[src/rtl/uart_tx_arb_pkg.sv]
// uart_tx_arb_pkg: shared state encoding and sizing helpers for the UART TX arbiter
package uart_tx_arb_pkg;

    typedef enum logic [2:0] {IDLE, LOAD, SEND, WAIT_ACK, WAIT_DONE} arb_state_t;

    localparam logic [7:0] HDR_BASE_DEFAULT = 8'hA0;

    function automatic int BYTES_PER_WORD(input int data_w);
        return data_w / 8;
    endfunction

endpackage

[src/rtl/rr_arbiter.sv]
// rr_arbiter: combinational round-robin pick, searching upward from ptr with wrap-around
module rr_arbiter
    import uart_tx_arb_pkg::*;
#(
    parameter int N  = 4,
    parameter int PW = (N > 1) ? $clog2(N) : 1
) (
    input  logic [N-1:0]  req,
    input  logic [PW-1:0] ptr,
    output logic [N-1:0]  gnt,
    output logic [PW-1:0] gnt_idx,
    output logic          any
);

    logic [N-1:0] rot;

    // rot[k] is the request sitting k places above ptr
    assign rot = N'({req, req} >> ptr);

    always_comb begin
        gnt_idx = '0;
        any     = 1'b0;
        for (int k = N - 1; k >= 0; k--)
            if (rot[k]) begin
                gnt_idx = PW'((int'(ptr) + k) % N);
                any     = 1'b1;
            end
    end

    assign gnt = any ? (N'(1) << gnt_idx) : '0;

endmodule

[src/rtl/uart_tx_arbiter.sv]
// uart_tx_arbiter: round-robin sharing of one UART byte transmitter between NUM_REQ producers,
// sending a source header byte followed by the granted word LSB first.
module uart_tx_arbiter
    import uart_tx_arb_pkg::*;
#(
    parameter int         NUM_REQ  = 4,
    parameter int         DATA_W   = 16,
    parameter logic [7:0] HDR_BASE = HDR_BASE_DEFAULT
) (
    input  logic                      clk,
    input  logic                      reset,
    input  logic [NUM_REQ-1:0]        req,
    input  logic [NUM_REQ*DATA_W-1:0] req_data,
    output logic [NUM_REQ-1:0]        grant,
    input  logic                      tx_busy,
    output logic                      tx_start,
    output logic [7:0]                tx_data,
    output logic                      busy
);

    localparam int BPW = BYTES_PER_WORD(DATA_W);
    localparam int CW  = $clog2(BPW + 1);
    localparam int PW  = (NUM_REQ > 1) ? $clog2(NUM_REQ) : 1;

    arb_state_t          state_q, state_d;
    logic [PW-1:0]       rr_ptr, idx_q, win_idx;
    logic [NUM_REQ-1:0]  win_gnt;
    logic                win_any;
    logic [DATA_W-1:0]   word_q, win_word;
    logic [CW-1:0]       byte_cnt;
    logic                capture, load_hdr, load_byte, last_byte;

    rr_arbiter #(.N(NUM_REQ), .PW(PW)) u_rr (
        .req     (req),
        .ptr     (rr_ptr),
        .gnt     (win_gnt),
        .gnt_idx (win_idx),
        .any     (win_any)
    );

    always_comb begin
        win_word = '0;
        for (int i = 0; i < NUM_REQ; i++)
            win_word |= win_gnt[i] ? req_data[i*DATA_W +: DATA_W] : '0;
    end

    assign last_byte = byte_cnt == CW'(BPW);

    always_ff @(posedge clk) begin
        state_q <= reset ? IDLE : state_d;
    end

    always_comb begin
        state_d   = state_q;
        capture   = 1'b0;
        load_hdr  = 1'b0;
        load_byte = 1'b0;
        grant     = '0;
        tx_start  = 1'b0;
        busy      = state_q != IDLE;
        unique case (state_q)
            IDLE: begin
                capture = win_any;
                state_d = win_any ? LOAD : IDLE;
            end
            LOAD: begin
                grant    = NUM_REQ'(1) << idx_q;
                load_hdr = 1'b1;
                state_d  = SEND;
            end
            // a byte from before this frame (or before a reset) may still be draining
            SEND: begin
                tx_start = !tx_busy;
                state_d  = tx_busy ? SEND : WAIT_ACK;
            end
            WAIT_ACK: state_d = tx_busy ? WAIT_DONE : WAIT_ACK;
            WAIT_DONE: begin
                load_byte = !tx_busy && !last_byte;
                state_d   = tx_busy ? WAIT_DONE : (last_byte ? IDLE : SEND);
            end
            default: state_d = IDLE;
        endcase
    end

    always_ff @(posedge clk) begin
        if (reset) begin
            rr_ptr   <= '0;
            idx_q    <= '0;
            word_q   <= '0;
            byte_cnt <= '0;
            tx_data  <= 8'h00;
        end else begin
            if (capture) begin
                word_q <= win_word;
                idx_q  <= win_idx;
                rr_ptr <= PW'((int'(win_idx) + 1) % NUM_REQ);
            end
            if (load_hdr) begin
                tx_data  <= HDR_BASE | 8'(idx_q);
                byte_cnt <= '0;
            end
            if (load_byte) begin
                tx_data  <= 8'(word_q >> {byte_cnt, 3'b000});
                byte_cnt <= byte_cnt + 1'b1;
            end
        end
    end

endmodule

[config.mk]
export PLATFORM = sky130hd
export DESIGN_NAME = uart_tx_arbiter
export DESIGN_NICKNAME = d
export VERILOG_FILES = /design/src/rtl/uart_tx_arb_pkg.sv /design/src/rtl/rr_arbiter.sv /design/src/rtl/uart_tx_arbiter.sv
export SDC_FILE = /design/constraint.sdc
export NUM_CORES = 1
export LEC_CHECK = 0
export CAP_MARGIN = 20
export CORE_MARGIN = 2
export CORE_UTILIZATION = 45
export DETAILED_ROUTE_END_ITERATION = 10
export DONT_BUFFER_PORTS = 1
export PLACE_DENSITY = 0.66
export SKIP_CTS_REPAIR_TIMING = 1
export SLEW_MARGIN = 30
export SYNTH_ARGS = -nofsm -noshare
export SYNTH_HDL_FRONTEND = slang
export SYNTH_HIERARCHICAL = 1
export SYNTH_SLANG_ARGS = --single-unit
[constraint.sdc]
create_clock -name clk -period 3.5 [get_ports clk]
set_input_delay 0.525 -clock clk [delete_from_list [all_inputs] [get_ports clk]]
set_output_delay 0.525 -clock clk [all_outputs]
set_load 0.1 [all_outputs]
* Word level (Yosys, flattened, before mapping)
Cells that the tools add are included.
** Operators by class
- $add $sub $neg :: 5
- Equal/unequal tests :: 5
- Shift operators :: 4
- Muxes and demuxes :: 28
- Bitwise logic cells :: 3
- Reductions and logical operators :: 6
** Operators by type and width (count)
- 2-to-1 mux 16 bit :: 4
- bitwise OR 16 bit :: 3
- 2-to-1 mux 8 bit :: 2
- >> shifter 16 x 5 -> 8 bit :: 1
- one-hot mux 3 bit (5 select lines) :: 1
- 2-to-1 mux 2 bit :: 7
- 2-to-1 mux 1 bit :: 10
- 2-to-1 mux 4 bit :: 2
- << shifter 1 x 2 -> 4 bit (first input constant) :: 2
- >> shifter 8 x 2 -> 4 bit :: 1
- adder 2 x 1 -> 2 bit (second input constant) :: 3
- == test 3 x 2 -> 1 bit (second input constant) :: 2
- 2-to-1 mux 3 bit :: 2
- adder 2 bit (second input constant) :: 2
- == test 3 x 1 -> 1 bit (second input constant) :: 1
- == test 3 bit (second input constant) :: 1
- logical NOT 3 bit :: 1
- nonzero test 3 bit :: 1
- == test 2 bit (second input constant) :: 1
- logical NOT 1 bit :: 2
- nonzero test 2 bit :: 1
- logical AND 1 bit :: 1
** Word-level totals
- Bits in registers :: 33
- Input bits :: 71

* Depth between registers and ports, before layout
Gate-level depths: netlist of run 1.
- Word-level depth :: 11
- Mapped depth :: 8
- Mapped depth without buffers :: 6

* Modules after synthesis
The synthesis of run 1 kept the hierarchy.
** By module, submodules not included
- uart_tx_arbiter :: instances 1, cells an instance 185, area an instance 1773.0 um2, sequential area each 660.6 um2
- rr_arbiter :: instances 1, cells an instance 32, area an instance 207.7 um2, sequential area each 0.0 um2

* Least setup slack after synthesis of run 1
Ideal clock, no wire load.
- Kind :: reg2out
- Start point :: reg state_q[1]
- End point :: out tx_start
- Arrival :: 3821 ps
- Required time :: 2975 ps
- Setup slack :: -846 ps
- Stages on the path, launching flop included :: 3
- Path buffers :: 1
- Cells stage by stage :: dfxtp_1 clkbuf_1 nor4b_1
** Between the ends
- Longest elaborated chain between the ends :: 2
** RTL lines
- start, declared :: RTL line uart_tx_arbiter.sv:25 : arb_state_t state_q, state_d;
- start signal, assigned :: RTL line uart_tx_arbiter.sv:50 : state_q <= reset ? IDLE : state_d;
- == test 3 x 2 -> 1 bit :: RTL line uart_tx_arbiter.sv:61 : unique case (state_q)
- 2-to-1 mux 1 bit :: RTL line uart_tx_arbiter.sv:61
- end, declared :: RTL line uart_tx_arbiter.sv:16 : output logic tx_start,
No other way between the ends.

* Worst setup path in the final report of run 1
- Start point :: reg state_q[0]
- End point :: out grant[2]
** Between the ends
- Longest elaborated chain between the ends :: 2
** RTL lines
- == test 3 x 1 -> 1 bit :: RTL line uart_tx_arbiter.sv:61
- 2-to-1 mux 4 bit :: RTL line uart_tx_arbiter.sv:61
- end, declared :: RTL line uart_tx_arbiter.sv:14 : output logic [NUM_REQ-1:0] grant,
No other way between the ends.

==> flow_summary_export.csv, run 1 <==
group,metric,value,unit
global_route,gr-usage-all-layers,19.2,%
sta,layout_worst_path_cycle_share,66.5,%
sta,hold_viol_final,0,
yosys,seq_area_frac_synth,33.4,%
sta,period_minus_slack,2.33,ns
global_route,grt_max_degree,38,
drt,drc_errors,0,
global_route,antenna_found_initial,0,
worst_setup_path,critPathKind,"flop to output port",
global_route,grt_pass1_vias,1552,
final_layout,layout_area_overhead,7.33,%
floorplan,die_h,70.3,um
placed_design,gpl.final_weighted_congestion,0.868,
power_and_ir_drop,net_switching_power_figure,0.000848,W
drt,num_vias,1632,
power_and_ir_drop,power_frac_seq,37.6,%
yosys,synth_enable_flop_cells,0,
floorplan,row_count,24,
worst_setup_path,end_kind,"output port",
yosys,post_synthesis_instance_total,217,
worst_setup_path,timing.reg2reg.worst_path_depth,6,
yosys,post_synth_instance_area,1980,um2
global_route,grt_first_pass_wirelength,7.53,mm
hold_path,holdCritPathClass,"input port to flop",
global_route,use_met1,24.4,%
yosys,ys_seq_elements,33,
clocking,clk_root_buffer_cell,"sky130_fd_sc_hd__clkbuf_8",
global_route,gr-max-usage-layer,"met2",
power_and_ir_drop,vdd_drop_max,0.411,mV
drt,finalWirelength,4.56,mm
worst_setup_path,crit_slowest_cell,"sky130_fd_sc_hd__dfxtp_1",
sta,finClkSkew,0.00784,ns
placed_design,hpwlAfterDp,3.36,mm
clocking,cts_tree,"built",
drt,drt_pre_antenna_iters,4,
yosys,yosys_warnings,6,
final_layout,layout_common_cells,"sky130_fd_sc_hd__a22oi_1 (35), sky130_fd_sc_hd__dfxtp_1 (33), sky130_fd_sc_hd__nor2_1 (31), sky130_fd_sc_hd__mux2i_1 (10), sky130_fd_sc_hd__a311oi_2 (9)",
clocking,clkSlewWorstSetupHoldPaths,0.07,ns
final_layout,nets,281,
drt,post_drt_wl_per_cell,17.4,um
worst_setup_path,worstPathMaxFanout,9,
sta,worst_slew_pin_slew,0.996,ns
job,maxCapViolations,0,
clocking,ctsHtreeMaxLevel,2,
worst_setup_path,path_cells,"nand2b_1, or2_1, nor3b_4, buf_4",
status,run_status,"complete, no violations",
power_and_ir_drop,p_leak,0.743,nW
floorplan,core_region_area,4290,um2
power_and_ir_drop,power_frac_comb,43.2,%
global_route,grt_use_met3,4.91,%
power_and_ir_drop,cellPowerDensity,895,nW/um2
drt,drt_first_iter_violations,104,
yosys,yosys.cell_types.count,50,
clocking,cts_made_buffers,5,
global_route,overflow,0,
worst_setup_path,worst-endpoint-required,2.97,ns
worst_setup_path,critPathLaunchType,"flop",
final_layout,final_layout_fill_cell_count,425,
sta,grt_setup_unrepaired,"false",
yosys,syn_avg_cell_area,9.13,um2
floorplan,initial_utilization,46.1,%
final_layout,final_common_cell,"sky130_fd_sc_hd__a22oi_1",
clocking,maximum_buffer_depth_of_the_clock_tree,2,
sta,totalNegativeSetupSlack,0,ns
final_layout,antenna_cells_inserted,0,
clocking,cts.sink_count,33,
placed_design,port_buffers,0,
final_layout,layout.core_utilization,49.5,%
power_and_ir_drop,power.internal,0.00105,W
hold_path,timing.hold.worst_path_depth,1,
worst_setup_path,critical_path_arrival,1.80,ns
power_and_ir_drop,share_clk_of_total_power,19.2,%
global_route,grt_use_met2,32.1,%
yosys,synth_flop_cell,"sky130_fd_sc_hd__dfxtp_1",
worst_setup_path,critical-path-max-stage-delay,0.57,ns
drt,postRouteAntennaNets,0,
power_and_ir_drop,switching_share,44.6,%
yosys,synth_nets,289,
sta,slew_headroom,33.5,%
floorplan,die_area,4950,um2
sta,count_of_pins_over_their_slew_limit,0,
yosys,synth_async_sr_flop_share,0,%
sta,maximum_achievable_frequency,429,MHz
final_layout,drive_above_1_share,18.1,%
sta,setup_viol,0,
floorplan,die_x,70.3,um
drt,detail_route.vias_per_cell,6.23,
clocking,clk-insertion-delay-late,0.28,ns
floorplan,top_level_pins,85,
path summary, 6_finish.rpt:
kind / startpoint / endpoint / slack (ns)
max: state_q[0] / grant[2] / 1.17
min: reset / tx_data[1] / 0.31
max reg2reg: byte_cnt[0] / byte_cnt[0] / 1.34
min reg2reg: word_q[9] / word_q[9] / 0.50
flip-flops by register name, indices dropped and copies added, names as in the netlist:
| signal | flops |
|---|---|
| word_q | 16 |
| rr_ptr | 2 |
| idx_q | 2 |
| state_q | 3 |
| tx_data | 8 |
| byte_cnt | 2 |
through the flow:
step / total power [W] / instance area, um2 / cells / hold WS (ns) / setup slack [ns]
6_report: 0.00190 / 2130 / 262 / 0.307 / 1.17
3_5_place_dp: 0.00155 / 2010 / 254 / 0.502 / 1.34
5_1_grt: 0.00204 / 2130 / 262 / 0.288 / 1.05
3_3_place_gp: 0.00154 / 2010 / 254 / 0.497 / 1.40
4_1_cts: 0.00192 / 2130 / 262 / 0.286 / 1.15
2_1_floorplan: 0.00143 / 1990 / 217 / 0.473 / 0.125
cell type report:
type | count | area [um2] | share of cell area [%]
clock buffers | 7 | 86.3 | 4.06
flip-flops and latches | 33 | 661 | 31.1
inverters | 8 | 30.0 | 1.41
well taps | 52 | 65.1 | 3.06
clock inverters | 1 | 30.0 | 1.41
multi-input cells | 154 | 1180 | 55.7
repair buffers | 7 | 70.1 | 3.30
cell families after synthesis:
logic type      Yosys count  share of synthesized area [%]
mux                      12                           6.19
compound gates           81                           34.5
fa+ha+maj                 1                          0.632
flops                    33                           33.4
simple gates             58                           15.9
xor+xnor                  2                          0.885
buf+inv                  30                           8.59
critical path, delay by kind of cell, from the launching register on:
family | cells | cell delay [ns]
buffers and inverters | 1 | 0.30
and+or+nand+nor | 3 | 0.65
DFF | 1 | 0.57
layer usage:
metal / share of wire, % / vias to the layer above
li1: - / 816
met1: 44 / 754
met2: 49 / 56
met3: 5.6 / 6
met4: 1.3 / 0
met5: 0 / -
cells in the mapped netlist, types with 2 or more instances:
library cell,n,area (um2)
sky130_fd_sc_hd__a21o_1,2,15.0
sky130_fd_sc_hd__a21oi_1,6,30.0
sky130_fd_sc_hd__a22oi_1,35,263
sky130_fd_sc_hd__a311oi_1,7,61.3
sky130_fd_sc_hd__a311oi_2,9,135
sky130_fd_sc_hd__buf_4,3,22.5
sky130_fd_sc_hd__buf_6,6,67.6
sky130_fd_sc_hd__clkbuf_1,11,41.3
sky130_fd_sc_hd__dfxtp_1,33,661
sky130_fd_sc_hd__inv_1,7,26.3
sky130_fd_sc_hd__mux2i_1,10,100
sky130_fd_sc_hd__nand2_1,2,7.51
sky130_fd_sc_hd__nand2b_1,3,18.8
sky130_fd_sc_hd__nor2_1,32,120
sky130_fd_sc_hd__nor3_1,4,20.0
sky130_fd_sc_hd__nor3_2,2,20.0
sky130_fd_sc_hd__nor3b_1,2,15.0
sky130_fd_sc_hd__o21ai_1,3,15.0
sky130_fd_sc_hd__o221a_2,2,22.5
sky130_fd_sc_hd__o2bb2ai_1,7,61.3
sky130_fd_sc_hd__or2_1,2,12.5
power groups by stage:
stage / sequential, W / combinational (W) / clock, W
after floorplan: 0.000649 / 0.000779 / 0
after CTS: 0.000715 / 0.000829 / 0.000374
after global routing: 0.000736 / 0.000912 / 0.000389
after global placement: 0.000724 / 0.000814 / 0
after detailed placement: 0.000723 / 0.000824 / 0
final: 0.000714 / 0.000822 / 0.000366
(Power assumes the default switching activity.)
==> run 2, diff against run 1 <==
clock period = 2.4 ns   (was 3.5 ns; I/O delays follow)
==> run 2 against run 1 <==
- first-iteration DRC count up 37%
- wire length fell by 2.1%
- clock power increased by 45%
- critical endpoint unchanged
- highest routed layer unchanged
==> flow_summary_export.csv, run 2 (same netlist as run 1, synthesis figures left out) <==
group,metric,value,unit
final_layout,regMostFlops,"word_q",
worst_setup_path,worst-endpoint-required,2.04,ns
power_and_ir_drop,power_frac_comb,47.6,%
clocking,clkSlewWorstSetupHoldPaths,0.07,ns
final_layout,final_common_cell,"sky130_fd_sc_hd__a22oi_1",
clocking,maximum_buffer_depth_of_the_clock_tree,2,
power_and_ir_drop,net_switching_power_figure,0.00123,W
placed_design,gpl.final_weighted_congestion,0.772,
sta,worst_slew_pin_slew,0.578,ns
worst_setup_path,end_kind,"output port",
floorplan,die_h,70.3,um
clocking,cts_tree,"built",
clocking,cts_made_buffers,5,
power_and_ir_drop,total_power,0.00278,W
placed_design,hpwlAfterDp,3.32,mm
placed_design,placed_cell_area,2070,um2
global_route,antenna_found_initial,0,
drt,post_drt_wl_per_cell,16.4,um
final_layout,drive_above_1_share,21.8,%
sta,maximum_achievable_frequency,462,MHz
drt,postRouteAntennaNets,0,
global_route,gr-usage-all-layers,18.1,%
power_and_ir_drop,switching_share,44.3,%
final_layout,layout_area_overhead,10.5,%
global_route,grt_max_degree,38,
final_layout,number_of_flip_flops_under_the_largest_register_name,16,
sta,layout_worst_path_cycle_share,90.2,%
final_layout,largest_registers,"word_q x16, tx_data x8, state_q x3",
power_and_ir_drop,power_frac_seq,33.3,%
floorplan,die_x,70.3,um
floorplan,die_area,4950,um2
floorplan,core_region_area,4290,um2
clocking,clk_root_buffer_cell,"sky130_fd_sc_hd__clkbuf_8",
final_layout,layout_common_cells,"sky130_fd_sc_hd__a22oi_1 (35), sky130_fd_sc_hd__dfxtp_1 (33), sky130_fd_sc_hd__nor2_1 (31), sky130_fd_sc_hd__buf_4 (17), sky130_fd_sc_hd__mux2i_1 (10)",
drt,drt_first_iter_violations,142,
power_and_ir_drop,p_leak,0.788,nW
power_and_ir_drop,vdd_drop_max,0.524,mV
sta,count_of_pins_over_their_slew_limit,0,
placed_design,port_buffers,0,
drt,num_vias,1664,
worst_setup_path,critPathLaunchType,"flop",
worst_setup_path,critPathKind,"flop to output port",
floorplan,top_level_pins,85,
clocking,ctsHtreeMaxLevel,2,
sta,finClkSkew,0.00713,ns
sta,slew_headroom,61.5,%
clocking,cts.sink_count,33,
global_route,grt_first_pass_wirelength,7.16,mm
hold_path,holdCritPathClass,"input port to flop",
power_and_ir_drop,power.internal,0.00155,W
drt,drc_errors,0,
final_layout,nets,291,
sta,setup_ws_final,0.236,ns
status,run_status,"complete, no violations",
drt,detail_route.vias_per_cell,6.12,
worst_setup_path,worstPathMaxFanout,9,
clocking,clk-insertion-delay-late,0.28,ns
final_layout,finalNonFillerCells,272,
global_route,overflow,0,
job,maxCapViolations,0,
placed_design,dp_worst_setup_slack,0.514,ns
sta,grt_setup_unrepaired,"false",
sta,setup_viol,0,
sta,period_minus_slack,2.16,ns
final_layout,fin_area,2190,um2
drt,finalWirelength,4.47,mm
worst_setup_path,critical_path_arrival,1.80,ns
placed_design,numPlacedInstances,264,
global_route,grt_pass1_vias,1505,
sta,hold_viol_final,0,
final_layout,antenna_cells_inserted,0,
power_and_ir_drop,share_clk_of_total_power,19.1,%
floorplan,initial_utilization,46.1,%
power_and_ir_drop,cellPowerDensity,1270,nW/um2
floorplan,row_count,24,
drt,drt_pre_antenna_iters,4,
-- run 2: layer usage --
layer  vias up  GRT usage (%)  wire length (um)
met2        60           28.4              2130
met4         0           6.84                77
met1       768           23.3              1990
met3         4           5.48               273
li1        832              -                 -
met5         -              0                 0
-- run 2: critical path: stages, from the launching register on --
cell                       delay (ns)
sky130_fd_sc_hd__dfxtp_1         0.55
sky130_fd_sc_hd__nand2b_1        0.17
sky130_fd_sc_hd__or2_1           0.31
sky130_fd_sc_hd__nor3b_4         0.19
sky130_fd_sc_hd__buf_4           0.31
-- run 2: final timing paths --
kind	from	end	slack, ns	cells past startpoint
hold / removal	reset	tx_data[1]	0.14	1
setup reg to reg	rr_ptr[1]	word_q[11]	0.46	5
setup / recovery	state_q[0]	grant[2]	0.24	4
hold reg to reg	tx_data[0]	tx_data[0]	0.47	1
-- run 2: cell type report --
type	count	area, um2
Sequential cell	33	661
Inverter	8	30.0
Multi-Input combinational cell	154	1190
Clock inverter	1	30.0
Tap cell	52	65.1
Timing Repair Buffer	17	128
Clock buffer	7	86.3
Fill cell	416	2100
-- run 2: per-stage QoR --
step / util, % / hold WS, ns / setup TNS [ns]
5_1_grt: 51.0 / 0.122 / 0
6_report: 51.0 / 0.144 / 0
2_1_floorplan: - / 0.473 / -0.367
3_5_place_dp: 48.3 / 0.433 / 0
3_3_place_gp: 48.3 / 0.430 / 0
4_1_cts: 51.0 / 0.132 / 0
-- run 2: power by group through the flow --
stage	clock (W)	sequential (W)	combinational, W
after floorplan	0	0.000951	0.00115
after global placement	0	0.000934	0.00132
after detailed placement	0	0.000941	0.00133
after CTS	0.000543	0.000929	0.00133
after global routing	0.000574	0.000960	0.00144
final	0.000532	0.000927	0.00132
